**src/rtl/mem_stage_ctrl_if.sv**
```systemverilog
// Memory-stage bundle: EX/MEM slot inputs, data-memory handshake and MEM/WB outputs.
// master = the memory-stage sequencer, slave = the surrounding pipeline and memory.
interface mem_stage_ctrl_if #(
   parameter int DATA_W = 16,
   parameter int ADDR_W = 16
);
   logic              in_valid;
   logic [3:0]        mem_signals;
   logic [2:0]        wb_signals;
   logic [DATA_W-1:0] alu_result;
   logic [DATA_W-1:0] rsrc_val;
   logic [DATA_W-1:0] rdst_val;
   logic [2:0]        rd_addr;
   logic              flush;
   logic              stall;
   logic              dm_req;
   logic              dm_we;
   logic [ADDR_W-1:0] dm_addr;
   logic [DATA_W-1:0] dm_wdata;
   logic              dm_ack;
   logic [DATA_W-1:0] dm_rdata;
   logic              wb_valid;
   logic [2:0]        wb_signals_out;
   logic [DATA_W-1:0] wb_mem_data;
   logic [DATA_W-1:0] wb_alu_data;
   logic [2:0]        wb_rd;
   logic              mem_err;

   modport master (
      input  in_valid, mem_signals, wb_signals, alu_result, rsrc_val, rdst_val,
             rd_addr, flush, dm_ack, dm_rdata,
      output stall, dm_req, dm_we, dm_addr, dm_wdata, wb_valid, wb_signals_out,
             wb_mem_data, wb_alu_data, wb_rd, mem_err
   );

   modport slave (
      output in_valid, mem_signals, wb_signals, alu_result, rsrc_val, rdst_val,
             rd_addr, flush, dm_ack, dm_rdata,
      input  stall, dm_req, dm_we, dm_addr, dm_wdata, wb_valid, wb_signals_out,
             wb_mem_data, wb_alu_data, wb_rd, mem_err
   );
endinterface

```
**src/rtl/mem_stage_ctrl.sv**
```systemverilog
// Memory-stage sequencer: runs one handshaked data-memory transaction per load/store,
// stalls upstream while it is outstanding, and passes other instructions to MEM/WB in 1 cycle.
module mem_stage_ctrl #(
   parameter int DATA_W      = 16,
   parameter int ADDR_W      = 16,
   parameter int TIMEOUT_CYC = 255
) (
   input  logic             clk,
   input  logic             rst_n,
   mem_stage_ctrl_if.master bus
);
   typedef enum logic [1:0] {IDLE, BUSY, DONE} state_t;

   localparam logic [7:0] TO_LAST = 8'(TIMEOUT_CYC - 1);

   state_t            state, state_nxt;
   logic [7:0]        cnt, cnt_nxt;
   logic              kill, kill_nxt;
   logic [2:0]        lat_sig, lat_sig_nxt;
   logic [2:0]        lat_rd, lat_rd_nxt;
   logic [DATA_W-1:0] lat_alu, lat_alu_nxt;
   logic              lat_load, lat_load_nxt;

   logic              req_q, req_nxt;
   logic              we_q, we_nxt;
   logic [ADDR_W-1:0] addr_q, addr_nxt;
   logic [DATA_W-1:0] wdata_q, wdata_nxt;
   logic              wbv_q, wbv_nxt;
   logic [2:0]        wsig_q, wsig_nxt;
   logic [DATA_W-1:0] mdata_q, mdata_nxt;
   logic [DATA_W-1:0] walu_q, walu_nxt;
   logic [2:0]        wrd_q, wrd_nxt;
   logic              err_q, err_nxt;

   logic              is_rd, is_wr, live, memop, illegal, passthru, timeout;
   logic [DATA_W-1:0] addr_src, data_src;

   assign is_rd    = bus.mem_signals[3];
   assign is_wr    = bus.mem_signals[2];
   assign live     = bus.in_valid & ~bus.flush;
   assign memop    = live & (is_rd | is_wr);
   assign illegal  = live & is_rd & is_wr;
   assign passthru = live & ~is_rd & ~is_wr;
   assign timeout  = (cnt == TO_LAST);
   assign addr_src = bus.mem_signals[1] ? bus.rdst_val : bus.rsrc_val;
   assign data_src = bus.mem_signals[0] ? bus.alu_result : bus.rsrc_val;

   // Stall is gated by reset so it drops the moment rst_n falls.
   assign bus.stall = rst_n & ((state == BUSY) | ((state == IDLE) & memop & ~illegal));

   assign bus.dm_req         = req_q;
   assign bus.dm_we          = we_q;
   assign bus.dm_addr        = addr_q;
   assign bus.dm_wdata       = wdata_q;
   assign bus.wb_valid       = wbv_q;
   assign bus.wb_signals_out = wsig_q;
   assign bus.wb_mem_data    = mdata_q;
   assign bus.wb_alu_data    = walu_q;
   assign bus.wb_rd          = wrd_q;
   assign bus.mem_err        = err_q;

   always_ff @(posedge clk or negedge rst_n) begin
      if (!rst_n) begin
         state    <= IDLE;
         cnt      <= '0;
         kill     <= 1'b0;
         lat_sig  <= '0;
         lat_rd   <= '0;
         lat_alu  <= '0;
         lat_load <= 1'b0;
         req_q    <= 1'b0;
         we_q     <= 1'b0;
         addr_q   <= '0;
         wdata_q  <= '0;
         wbv_q    <= 1'b0;
         wsig_q   <= '0;
         mdata_q  <= '0;
         walu_q   <= '0;
         wrd_q    <= '0;
         err_q    <= 1'b0;
      end else begin
         state    <= state_nxt;
         cnt      <= cnt_nxt;
         kill     <= kill_nxt;
         lat_sig  <= lat_sig_nxt;
         lat_rd   <= lat_rd_nxt;
         lat_alu  <= lat_alu_nxt;
         lat_load <= lat_load_nxt;
         req_q    <= req_nxt;
         we_q     <= we_nxt;
         addr_q   <= addr_nxt;
         wdata_q  <= wdata_nxt;
         wbv_q    <= wbv_nxt;
         wsig_q   <= wsig_nxt;
         mdata_q  <= mdata_nxt;
         walu_q   <= walu_nxt;
         wrd_q    <= wrd_nxt;
         err_q    <= err_nxt;
      end
   end

   always_comb begin
      state_nxt = state;
      case (state)
         IDLE:    if (memop && !illegal) state_nxt = BUSY;
         BUSY:    if (bus.dm_ack || timeout) state_nxt = DONE;
         DONE:    state_nxt = IDLE;
         default: state_nxt = IDLE;
      endcase
   end

   always_comb begin
      cnt_nxt      = cnt;
      kill_nxt     = kill;
      lat_sig_nxt  = lat_sig;
      lat_rd_nxt   = lat_rd;
      lat_alu_nxt  = lat_alu;
      lat_load_nxt = lat_load;
      req_nxt      = req_q;
      we_nxt       = we_q;
      addr_nxt     = addr_q;
      wdata_nxt    = wdata_q;
      wbv_nxt      = 1'b0;
      err_nxt      = 1'b0;
      wsig_nxt     = wsig_q;
      mdata_nxt    = mdata_q;
      walu_nxt     = walu_q;
      wrd_nxt      = wrd_q;
      case (state)
         // DONE still presents the retiring mem op, so only a pass-through is honoured there.
         IDLE, DONE: begin
            if (passthru) begin
               wbv_nxt  = 1'b1;
               wsig_nxt = bus.wb_signals;
               walu_nxt = bus.alu_result;
               wrd_nxt  = bus.rd_addr;
            end else if (state == IDLE && illegal) begin
               err_nxt  = 1'b1;
               wbv_nxt  = 1'b1;
               wsig_nxt = {1'b0, bus.wb_signals[1:0]};
               walu_nxt = bus.alu_result;
               wrd_nxt  = bus.rd_addr;
            end else if (state == IDLE && memop) begin
               req_nxt      = 1'b1;
               we_nxt       = is_wr;
               addr_nxt     = addr_src[ADDR_W-1:0];
               wdata_nxt    = data_src;
               lat_sig_nxt  = bus.wb_signals;
               lat_rd_nxt   = bus.rd_addr;
               lat_alu_nxt  = bus.alu_result;
               lat_load_nxt = is_rd;
               cnt_nxt      = '0;
               kill_nxt     = 1'b0;
            end
         end
         BUSY: begin
            cnt_nxt  = cnt + 8'd1;
            kill_nxt = kill | bus.flush;
            if (bus.dm_ack) begin
               req_nxt = 1'b0;
               // A flush seen at any point of the transaction discards its result.
               if (!(kill || bus.flush)) begin
                  wbv_nxt  = 1'b1;
                  wsig_nxt = lat_sig;
                  walu_nxt = lat_alu;
                  wrd_nxt  = lat_rd;
                  if (lat_load) mdata_nxt = bus.dm_rdata;
               end
            end else if (timeout) begin
               req_nxt = 1'b0;
               err_nxt = 1'b1;
            end
         end
         default: ;
      endcase
   end
endmodule

```
**src/flat_wrapper.sv**
```systemverilog
// flat-port wrapper written by rule: the top's interface ports become plain ports
module mem_stage_ctrl_flat 
#(
   parameter int DATA_W      = 16,
   parameter int ADDR_W      = 16,
   parameter int TIMEOUT_CYC = 255
)
  (clk, rst_n, bus_in_valid, bus_mem_signals, bus_wb_signals, bus_alu_result, bus_rsrc_val, bus_rdst_val, bus_rd_addr, bus_flush, bus_dm_ack, bus_dm_rdata, bus_stall, bus_dm_req, bus_dm_we, bus_dm_addr, bus_dm_wdata, bus_wb_valid, bus_wb_signals_out, bus_wb_mem_data, bus_wb_alu_data, bus_wb_rd, bus_mem_err);
  mem_stage_ctrl_if #(.DATA_W(DATA_W), .ADDR_W(ADDR_W)) bus_i ();
  input  logic clk;
  input  logic rst_n;
  input wire logic [$bits(bus_i.in_valid)-1:0] bus_in_valid;
  input wire logic [$bits(bus_i.mem_signals)-1:0] bus_mem_signals;
  input wire logic [$bits(bus_i.wb_signals)-1:0] bus_wb_signals;
  input wire logic [$bits(bus_i.alu_result)-1:0] bus_alu_result;
  input wire logic [$bits(bus_i.rsrc_val)-1:0] bus_rsrc_val;
  input wire logic [$bits(bus_i.rdst_val)-1:0] bus_rdst_val;
  input wire logic [$bits(bus_i.rd_addr)-1:0] bus_rd_addr;
  input wire logic [$bits(bus_i.flush)-1:0] bus_flush;
  input wire logic [$bits(bus_i.dm_ack)-1:0] bus_dm_ack;
  input wire logic [$bits(bus_i.dm_rdata)-1:0] bus_dm_rdata;
  output wire logic [$bits(bus_i.stall)-1:0] bus_stall;
  output wire logic [$bits(bus_i.dm_req)-1:0] bus_dm_req;
  output wire logic [$bits(bus_i.dm_we)-1:0] bus_dm_we;
  output wire logic [$bits(bus_i.dm_addr)-1:0] bus_dm_addr;
  output wire logic [$bits(bus_i.dm_wdata)-1:0] bus_dm_wdata;
  output wire logic [$bits(bus_i.wb_valid)-1:0] bus_wb_valid;
  output wire logic [$bits(bus_i.wb_signals_out)-1:0] bus_wb_signals_out;
  output wire logic [$bits(bus_i.wb_mem_data)-1:0] bus_wb_mem_data;
  output wire logic [$bits(bus_i.wb_alu_data)-1:0] bus_wb_alu_data;
  output wire logic [$bits(bus_i.wb_rd)-1:0] bus_wb_rd;
  output wire logic [$bits(bus_i.mem_err)-1:0] bus_mem_err;
  assign bus_i.in_valid = bus_in_valid;
  assign bus_i.mem_signals = bus_mem_signals;
  assign bus_i.wb_signals = bus_wb_signals;
  assign bus_i.alu_result = bus_alu_result;
  assign bus_i.rsrc_val = bus_rsrc_val;
  assign bus_i.rdst_val = bus_rdst_val;
  assign bus_i.rd_addr = bus_rd_addr;
  assign bus_i.flush = bus_flush;
  assign bus_i.dm_ack = bus_dm_ack;
  assign bus_i.dm_rdata = bus_dm_rdata;
  assign bus_stall = bus_i.stall;
  assign bus_dm_req = bus_i.dm_req;
  assign bus_dm_we = bus_i.dm_we;
  assign bus_dm_addr = bus_i.dm_addr;
  assign bus_dm_wdata = bus_i.dm_wdata;
  assign bus_wb_valid = bus_i.wb_valid;
  assign bus_wb_signals_out = bus_i.wb_signals_out;
  assign bus_wb_mem_data = bus_i.wb_mem_data;
  assign bus_wb_alu_data = bus_i.wb_alu_data;
  assign bus_wb_rd = bus_i.wb_rd;
  assign bus_mem_err = bus_i.mem_err;
  mem_stage_ctrl #(.DATA_W(DATA_W), .ADDR_W(ADDR_W), .TIMEOUT_CYC(TIMEOUT_CYC)) u_core (.clk(clk), .rst_n(rst_n), .bus(bus_i));
endmodule
```
**config.mk**
```make
export PLATFORM = sky130hd
export DESIGN_NAME = mem_stage_ctrl_flat
export DESIGN_NICKNAME = d
export VERILOG_FILES = /design/src/rtl/mem_stage_ctrl_if.sv /design/src/rtl/mem_stage_ctrl.sv /design/src/flat_wrapper.sv
export SDC_FILE = /design/constraint.sdc
export NUM_CORES = 1
export LEC_CHECK = 0
export BUFFER_PORTS_ARGS = -buffer_cell sky130_fd_sc_hd__buf_2
export CAP_MARGIN = 20
export CORE_UTILIZATION = 50
export CTS_CLUSTER_DIAMETER = 30
export CTS_CLUSTER_SIZE = 8
export DETAILED_ROUTE_END_ITERATION = 12
export GPL_TIMING_DRIVEN = 0
export PLACE_DENSITY = 0.79
export REMOVE_ABC_BUFFERS = 1
export SLEW_MARGIN = 20
export SYNTH_ARGS = -nofsm -noshare
export SYNTH_HDL_FRONTEND = slang
export SYNTH_SLANG_ARGS = --single-unit
export TNS_END_PERCENT = 20
```
**constraint.sdc**
```tcl
create_clock -name clk -period 2.3 [get_ports clk]
set_input_delay 0.23 -clock clk [delete_from_list [all_inputs] [get_ports clk]]
set_output_delay 0.23 -clock clk [all_outputs]
set_load 0.1 [all_outputs]
```
---- Yosys cells after proc, flatten, opt, wreduce, memory -nomap -nowiden ----
Cells that the tools add are included.
operators by class
  bitwise logic cells ..................... 19
  reductions and logical operators ........ 15
  $mul .................................... 0
  $add $sub $neg .......................... 1
  equal/unequal tests ..................... 12
  multiplexer cells ....................... 43
  shifts and indexed selects .............. 0
  $lt $le $gt $ge ......................... 0
  divide/modulo/power cells ............... 0
operators with widths
  operator             number
  $mux 16              6
  $pmux 16 s2          1
  $mux 3               8
  $mux 8               3
  $pmux 8 s2           1
  $reduce_and 4->1     4
  $mux 1               15
  $ne 2x2->1 const B   6
  $pmux 3 s2           2
  $and 1x1->1          9
  $add 8x1->8 const B  1
  $eq 8x8->1 const B   1
  $pmux 1 s2           4
  $not 1->1            7
  $reduce_and 5->1     1
  $mux 2               2
  $pmux 2 s2           1
  $logic_and 1x1->1    3
  $ne 3x1->1 const B   1
  $ne 3x2->1 const B   1
  $or 1x1->1           3
  $eq 2x1->1 const B   1
  $eq 2x2->1 const B   1
  $logic_not 2->1      1
  6 further kinds      7
storage, ports and cells
  output and inout port bits .............. 75
  latch bits .............................. 0
  RAM bits ................................ 0
  bits of input ports ..................... 79
  logic and storage cells ................. 107
  bits in read-only memories .............. 0
  memories ................................ 0
  register bits after elaboration ......... 108

---- Longest topological paths before layout ----
Gate-level depths: netlist (run 1).
  depth in word-level cells ............... 8
  depth in mapped cells ................... 7
  gate-level depth less buffers ........... 5

---- Worst setup path before layout (run 1) ----
OpenSTA, ideal clock, no wires.
  path type ............................... reg-to-output
  from .................................... reg u_core.state[0]
  to ...................................... out bus_stall
  buffers on the path ..................... 2
  data arrival time ....................... 3.618 ns
  cell stages (with the launch flop) ...... 6
  required time ........................... 2.070 ns
  slack ................................... -1.548 ns
  cell sequence ........................... dfrtp_1 or3b_4 or3_1 buf_2 buf_6 a21boi_0
on the way
  cells in the longest elaborated chain, start to end .. 5
  elaborated cells on any way between the ends .. 6
  those cells by class .................... 1 x eq/ne; 4 x bitwise; 1 x reduce/logical
RTL lines
  item                       RTL line              RTL
  start: declaration         mem_stage_ctrl.sv:16  state_t state, state_nxt;
  start signal: assignment   mem_stage_ctrl.sv:82  state <= state_nxt;
  $logic_not 2->1            mem_stage_ctrl.sv:49  assign bus.stall = rst_n & ((state == BUSY) | ((state == IDLE) & memop & ~illegal));
  $and 1x1->1 (2 in series)  mem_stage_ctrl.sv:49
  $or 1x1->1 *               mem_stage_ctrl.sv:49
  $and 1x1->1 *              mem_stage_ctrl.sv:49
  end: declaration           flat_wrapper.sv:22    output wire logic [$bits(bus_i.stall)-1:0] bus_stall;
Mark *: on every way between the ends. The rest lies on a longest branch, timed or not.

---- Worst setup path in the final report (run 1) ----
Same ends and word-level chain as after synthesis.

==> results of run 1 <==
## per-layer routing
| metal | up-vias | global-route usage | wire length [um] |
|---|---|---|---|
| met5 | - | 0 | 13 |
| li1 | 1815 | - | - |
| met1 | 1868 | 0.2623 | 4711 |
| met4 | 2 | 0.08258 | 216 |
| met3 | 20 | 0.04216 | 448 |
| met2 | 94 | 0.4352 | 5747 |
## final cells by class
type	instances	area share
Sequential cell	108	0.4610
Clock buffer	10	0.02348
Clock inverter	4	0.008751
Tap cell	111	0.02369
Inverter	1	0.0006403
Timing Repair Buffer	163	0.1547
Multi-Input combinational cell	325	0.3276
## placed cells by master (no fill, tap or decap), types with 2 or more instances in the layout
| cell | count |
|---|---|
| dfrtp_1 | 108 |
| buf_16 | 2 |
| a21oi_1 | 2 |
| o21ai_0 | 38 |
| nand2_1 | 175 |
| ha_1 | 2 |
| buf_8 | 2 |
| nand3_1 | 10 |
| buf_2 | 151 |
| clkbuf_8 | 10 |
| nor2_1 | 3 |
| buf_4 | 6 |
| nand4_1 | 2 |
| mux2_2 | 38 |
| mux2i_1 | 34 |
## report_power, final
part	switching [uW]	total, uW	internal, uW
sequential	327	2820	2490
clock	611	1130	522
combinational	4030	4800	773
total	4970	8760	3790
## registers in the layout, indices dropped and copies added (netlist names)
name and cells:
u_core.lat_sig 3, u_core.lat_rd 3, u_core.bus.mem_err 1, u_core.state 2, u_core.cnt 8, u_core.bus.wb_mem_data 16, u_core.bus.dm_req 1, u_core.bus.wb_alu_data 16
u_core.kill 1, u_core.bus.dm_we 1, u_core.bus.dm_addr 16, u_core.bus.wb_signals_out 3, u_core.bus.wb_rd 3, u_core.bus.dm_wdata 16, u_core.lat_load 1, u_core.lat_alu 16
u_core.bus.wb_valid 1
## what timing repair did
item,CTS,global route
hold buffers,1,0
pin swaps,1,4
endpoints found under the hold margin,27,0
endpoints found under the setup margin,39,1
cloned,0,1
gates resized for setup,2,4
setup buffers,1,5
## metrics by stage
step | power, uW | cells | setup TNS [ns] | worst slack [ns]
detailed placement | 7655 | 700 | -7.770 | -0.3431
CTS | 8786 | 716 | -0.2817 | -0.2817
global placement | 7533 | 697 | -137.95 | -1.642
floorplan | 6766 | 433 | -19.67 | -2.339
global route | 9118 | 722 | -0.1213 | -0.08189
finish | 8755 | 722 | -0.02070 | -0.02070
## logic make-up after synthesis
logic type / after synthesis / share of synthesized area
compound gates: 47 / 0.05432
xor+xnor: 1 / 0.001855
fa+ha+maj: 2 / 0.005299
buf+inv: 27 / 0.02967
flops: 108 / 0.5723
mux: 72 / 0.1627
simple gates: 202 / 0.1738
## worst paths after layout
| path | from | end | depth (start not counted) |
|---|---|---|---|
| worst max-delay path | u_core.state[0] | bus_stall | 4 |
| worst min-delay path | bus_rd_addr[0] | u_core.lat_rd[0] | 3 |
| worst max register to register | u_core.state[1] | u_core.bus.wb_alu_data[7] | 3 |
| worst min register to register | u_core.bus.dm_addr[6] | u_core.bus.dm_addr[6] | 2 |
| max in group asynchronous | rst_n | u_core.bus.dm_wdata[12] | 3 |
| min in group asynchronous | rst_n | u_core.lat_alu[0] | 2 |
## critical path, delay by kind of cell (launching register included)
family | cells | cell delay [ns]
buffers and inverters | 1 | 0.22
AOI/OAI and AO/OA | 1 | 0.18
DFF | 1 | 0.43
and+or+nand+nor | 2 | 0.90
==> impl_metrics.csv, run 1 <==
group,metric,value,unit
die,die_h,99.18,um
grt,grt_max_degree,83,
layout,n_fill_cell,757,
synthesis,synth_common_cells,"175 x nand2_1, 108 x dfrtp_1, 38 x mux2_2, 38 x o21ai_0, 34 x mux2i_1",
min_path,hp-class,"in -> reg",
cts,clockBufferDepth,2,
die,start_util,0.5135,
drt,post-route-drc-count,0,
critical_path,critPathSlowestCell,"or3_4",
timing,slew_headroom,0.4766,
synthesis,ys_async_sr_fraction,1.000,
layout,multiInputGateArea,1921,um^2
cts,path_clk_slew,0.10,ns
die,core_area,9196,um^2
layout,n_antenna_cell,0,
pwr,p_leak,0.003185,uW
synthesis,synth_ff_type,"dfrtp_1",
timing,finalSetupViolCount,1,
synthesis,syn_area_per_cell,10.29,um^2
layout,drive_above_1_share,0.3650,
grt,track_usage,0.2312,
critical_path,crit_chain,"or3b_4 > or3_4 > a21boi_2 > buf_8",
place,dp_hpwl,7435,um
layout,fin_area,5862,um^2
die,io_pins,154,
die,die_w,99.18,um
grt,grt_overflow,0,
synthesis,synth_edf_count,0,
timing,fmax,430.9,MHz
grt,grt_first_pass_wirelength,17880,um
cts,clock_sinks,108,
cts,clock_latency,0.36,ns
place,dpl_cell_area,5588,um^2
drt,drt-total-wl,11140,um
place,gp_congestion,0.7855,
pwr,ir_drop,0.8102,mV
layout,layout.area.seq,2703,um^2
drt,via_count,3799,
run_status,status,"complete, but fails checks",
critical_path,rrSetupSlack,0.09,ns
drt,drt-initial-drc-count,162,
grt,grt_pass1_vias,3823,
timing,tightest_slew,0.7834,ns
cts,cts_buffers,9,
synthesis,synth_area_leaders,"dfrtp_1 57%, nand2_1 14%, mux2_2 9.1%",
grt,antenna_found_initial,1,
timing,finalHoldWorstSlack,0.07762,ns
synthesis,ys_types,35,
drt,antenna_left,0,
drt,wl_per_cell,15.43,um
synthesis,synth.most_common_cell,"nand2_1",
critical_path,crit_path_start_kind,"flip-flop",
synthesis,yosysTopAreaCell,"dfrtp_1",
timing,drv_slew,0,
synthesis,seq_area_frac_synth,0.5723,
run_status,violations,"negative setup slack",
synthesis,netlist_instances,459,
die,dieArea,9837,um^2
critical_path,required,2.07,ns
cts,cts-htree-levels,3,
layout,final_util,0.6374,
drt,vias_per_cell,5.262,
critical_path,crit_type,"reg -> out",
timing,min_period,2.321,ns
synthesis,synth_seq_cells,108,
run,cap_violations,0,
cts,clockRootBuffer,"clkbuf_8",
synthesis,yosys_warnings,0,
timing,rsz0062_at_grt,"true",
synthesis,post-synth-top-area-fraction,0.5723,
critical_path,worstPathArrival,2.09,ns
pwr,powerDensity,1494,nW/um^2
cts,cts_tree,"yes",
critical_path,endpoint_kind,"primary output",
timing,final.setup.worst_slack,-0.02070,ns
die,rows,35,
timing,post-route-period-util,1.009,
layout,area_delta_synth_final,24.14,%
place,io_buffers,153,
drt,drt_pass1_iterations,4,
critical_path,slowest_delay,0.47,ns
timing,hold_violations,0,
critical_path,cp_max_fo,7,
timing,clock_skew,0.01355,ns
synthesis,syn_area,4722,um^2
layout,nets,689,
No activity file was read; power rests on OpenSTA's default activity.
==> run 2, diff against run 1 <==
- MAX_ROUTING_LAYER: unset -> met4
==> impl_metrics.csv, run 2 (same netlist as run 1, synthesis figures left out) <==
group,metric,value,unit
run_status,status,"complete, but fails checks",
run_status,violations,"negative setup slack",
timing,finalSetupViolCount,1,
grt,grt_max_degree,83,
run,cap_violations,0,
timing,final.setup.worst_slack,-0.01949,ns
timing,min_period,2.319,ns
critical_path,slowest_delay,0.47,ns
layout,area_delta_synth_final,24.19,%
layout,final_util,0.6377,
drt,drt-initial-drc-count,194,
critical_path,crit_chain,"or3b_4 > or3_4 > a21boi_2 > buf_8",
pwr,power_frac_comb,0.549,
layout,n_fill_cell,756,
pwr,powerDensity,1492,nW/um^2
grt,grt_pass1_vias,3823,
die,die_h,99.18,um
critical_path,worstPathArrival,2.09,ns
layout,final_cell_mix,"175 x nand2_1, 151 x buf_2, 108 x dfrtp_1",
pwr,ir_drop,0.8101,mV
die,core_area,9196,um^2
cts,path_clk_slew,0.10,ns
critical_path,cp_max_fo,7,
grt,grt_first_pass_wirelength,17900,um
timing,rsz0062_at_grt,"true",
critical_path,crit_path_start_kind,"flip-flop",
pwr,netSwitchingFraction,0.5670,
critical_path,critPathTopFamily,"simple AND/OR/NAND/NOR gates",
die,io_pins,154,
cts,cts_tree,"yes",
timing,hold_violations,0,
cts,cts_buffers,9,
place,io_buffers,153,
drt,wl_per_cell,15.37,um
layout,nets,689,
cts,cts-htree-levels,3,
pwr,power.switching,4961,uW
timing,fmax,431.1,MHz
pwr,p_int,3789,uW
timing,post-route-period-util,1.008,
drt,antenna_left,0,
layout,final_common_cell,"nand2_1",
die,rows,35,
die,dieArea,9837,um^2
drt,drt_pass1_iterations,5,
critical_path,critPathSlowestCell,"or3_4",
min_path,hp-class,"in -> reg",
grt,grt_overflow,0,
timing,slew_headroom,0.4769,
drt,vias_per_cell,5.201,
pwr,p_leak,0.003185,uW
drt,drt-total-wl,11110,um
timing,finalHoldWorstSlack,0.08087,ns
cts,clockBufferDepth,2,
drt,post-route-drc-count,0,
place,dp_hpwl,7435,um
place,gp_congestion,0.7964,
grt,track_usage,0.2380,
die,start_util,0.5135,
timing,tightest_slew,0.7830,ns
critical_path,crit_type,"reg -> out",
timing,fin_tns_setup,-0.01949,ns
drt,via_count,3760,
cts,clockRootBuffer,"clkbuf_8",
cts,clock_sinks,108,
pwr,power_frac_seq,0.322,
timing,clock_skew,0.01339,ns
timing,drv_slew,0,
critical_path,crit_buf_inv,1,
grt,antenna_found_initial,1,
critical_path,endpoint_kind,"primary output",
pwr,pwr-share-clk,0.129,
cts,clock_latency,0.35,ns
critical_path,required,2.07,ns
layout,drive_above_1_share,0.3650,
die,die_w,99.18,um
## run 2: cell count changes in the layout (fill, tap and decap cells not counted), sizes merged
| cell | before | now |
|---|---|---|
| diode | 0 | 1 |
## run 2: final cells by class
| cell class | count | area, um^2 | share of cell area |
|---|---|---|---|
| clock inverter | 4 | 51.30 | 0.008748 |
| sequential | 108 | 2703 | 0.4608 |
| tap | 111 | 138.9 | 0.02368 |
| antenna | 1 | 2.502 | 0.0004267 |
| multi-input combinational | 325 | 1921 | 0.3275 |
| clock buffer | 10 | 137.6 | 0.02347 |
| timing repair buffer | 163 | 907.1 | 0.1547 |
| inverter | 1 | 3.754 | 0.0006401 |
## run 2: stage by stage
step	setup slack, ns	cell area [um^2]	instances	power (uW)
after floorplan	-2.339	4586	433	6766
after global placement	-1.642	5490	697	7533
after detailed placement	-0.3431	5588	700	7655
after CTS	-0.2817	5806	716	8786
after global routing	-0.08198	5864	723	9117
final	-0.01949	5864	723	8750
## run 2: worst reg2reg max path, delay by kind of cell, from the launching register on
family	cells	cell delay, ns
simple gates	1	0.68
flops	1	0.51
compound gates	1	0.51
mux	1	0.39
## run 2: worst paths after layout
kind                                    from                      endpoint  slack, ns  depth (start not counted)
max                          u_core.state[0]                     bus_stall      -0.02                          4
min                           bus_rd_addr[0]              u_core.lat_rd[0]       0.08                          3
max reg2reg                  u_core.state[1]  u_core.bus.wb_signals_out[1]       0.09                          3
min reg2reg                u_core.lat_alu[4]             u_core.lat_alu[4]       0.48                          2
max in group asynchronous              rst_n     u_core.bus.wb_alu_data[7]       1.32                          3
min in group asynchronous              rst_n     u_core.bus.wb_alu_data[0]       0.30                          2
## run 2: timing repair
item	4_1_cts	5_1_grt
setup endpoints to repair	39	1
cloned	0	1
hold endpoints to repair	27	0
resized for setup	2	4
hold buffers	1	0
pin swaps	1	4
setup buffers	1	5
## run 2: power groups by stage
stage	Combinational (uW)	Clock (uW)	Sequential [uW]
final	4800	1130	2820
after global placement	4720	0	2810
after floorplan	663	0	6100
after global routing	4980	1230	2910
after CTS	4810	1160	2820
after detailed placement	4800	0	2850
## run 2: metal layers
metal	vias to the layer above	GRT usage	wire length, um
li1	1818	-	-
met1	1829	0.2647	4625
met2	95	0.4352	5818
met3	18	0.03725	461
met4	0	0.08258	208
met5	-	-	0
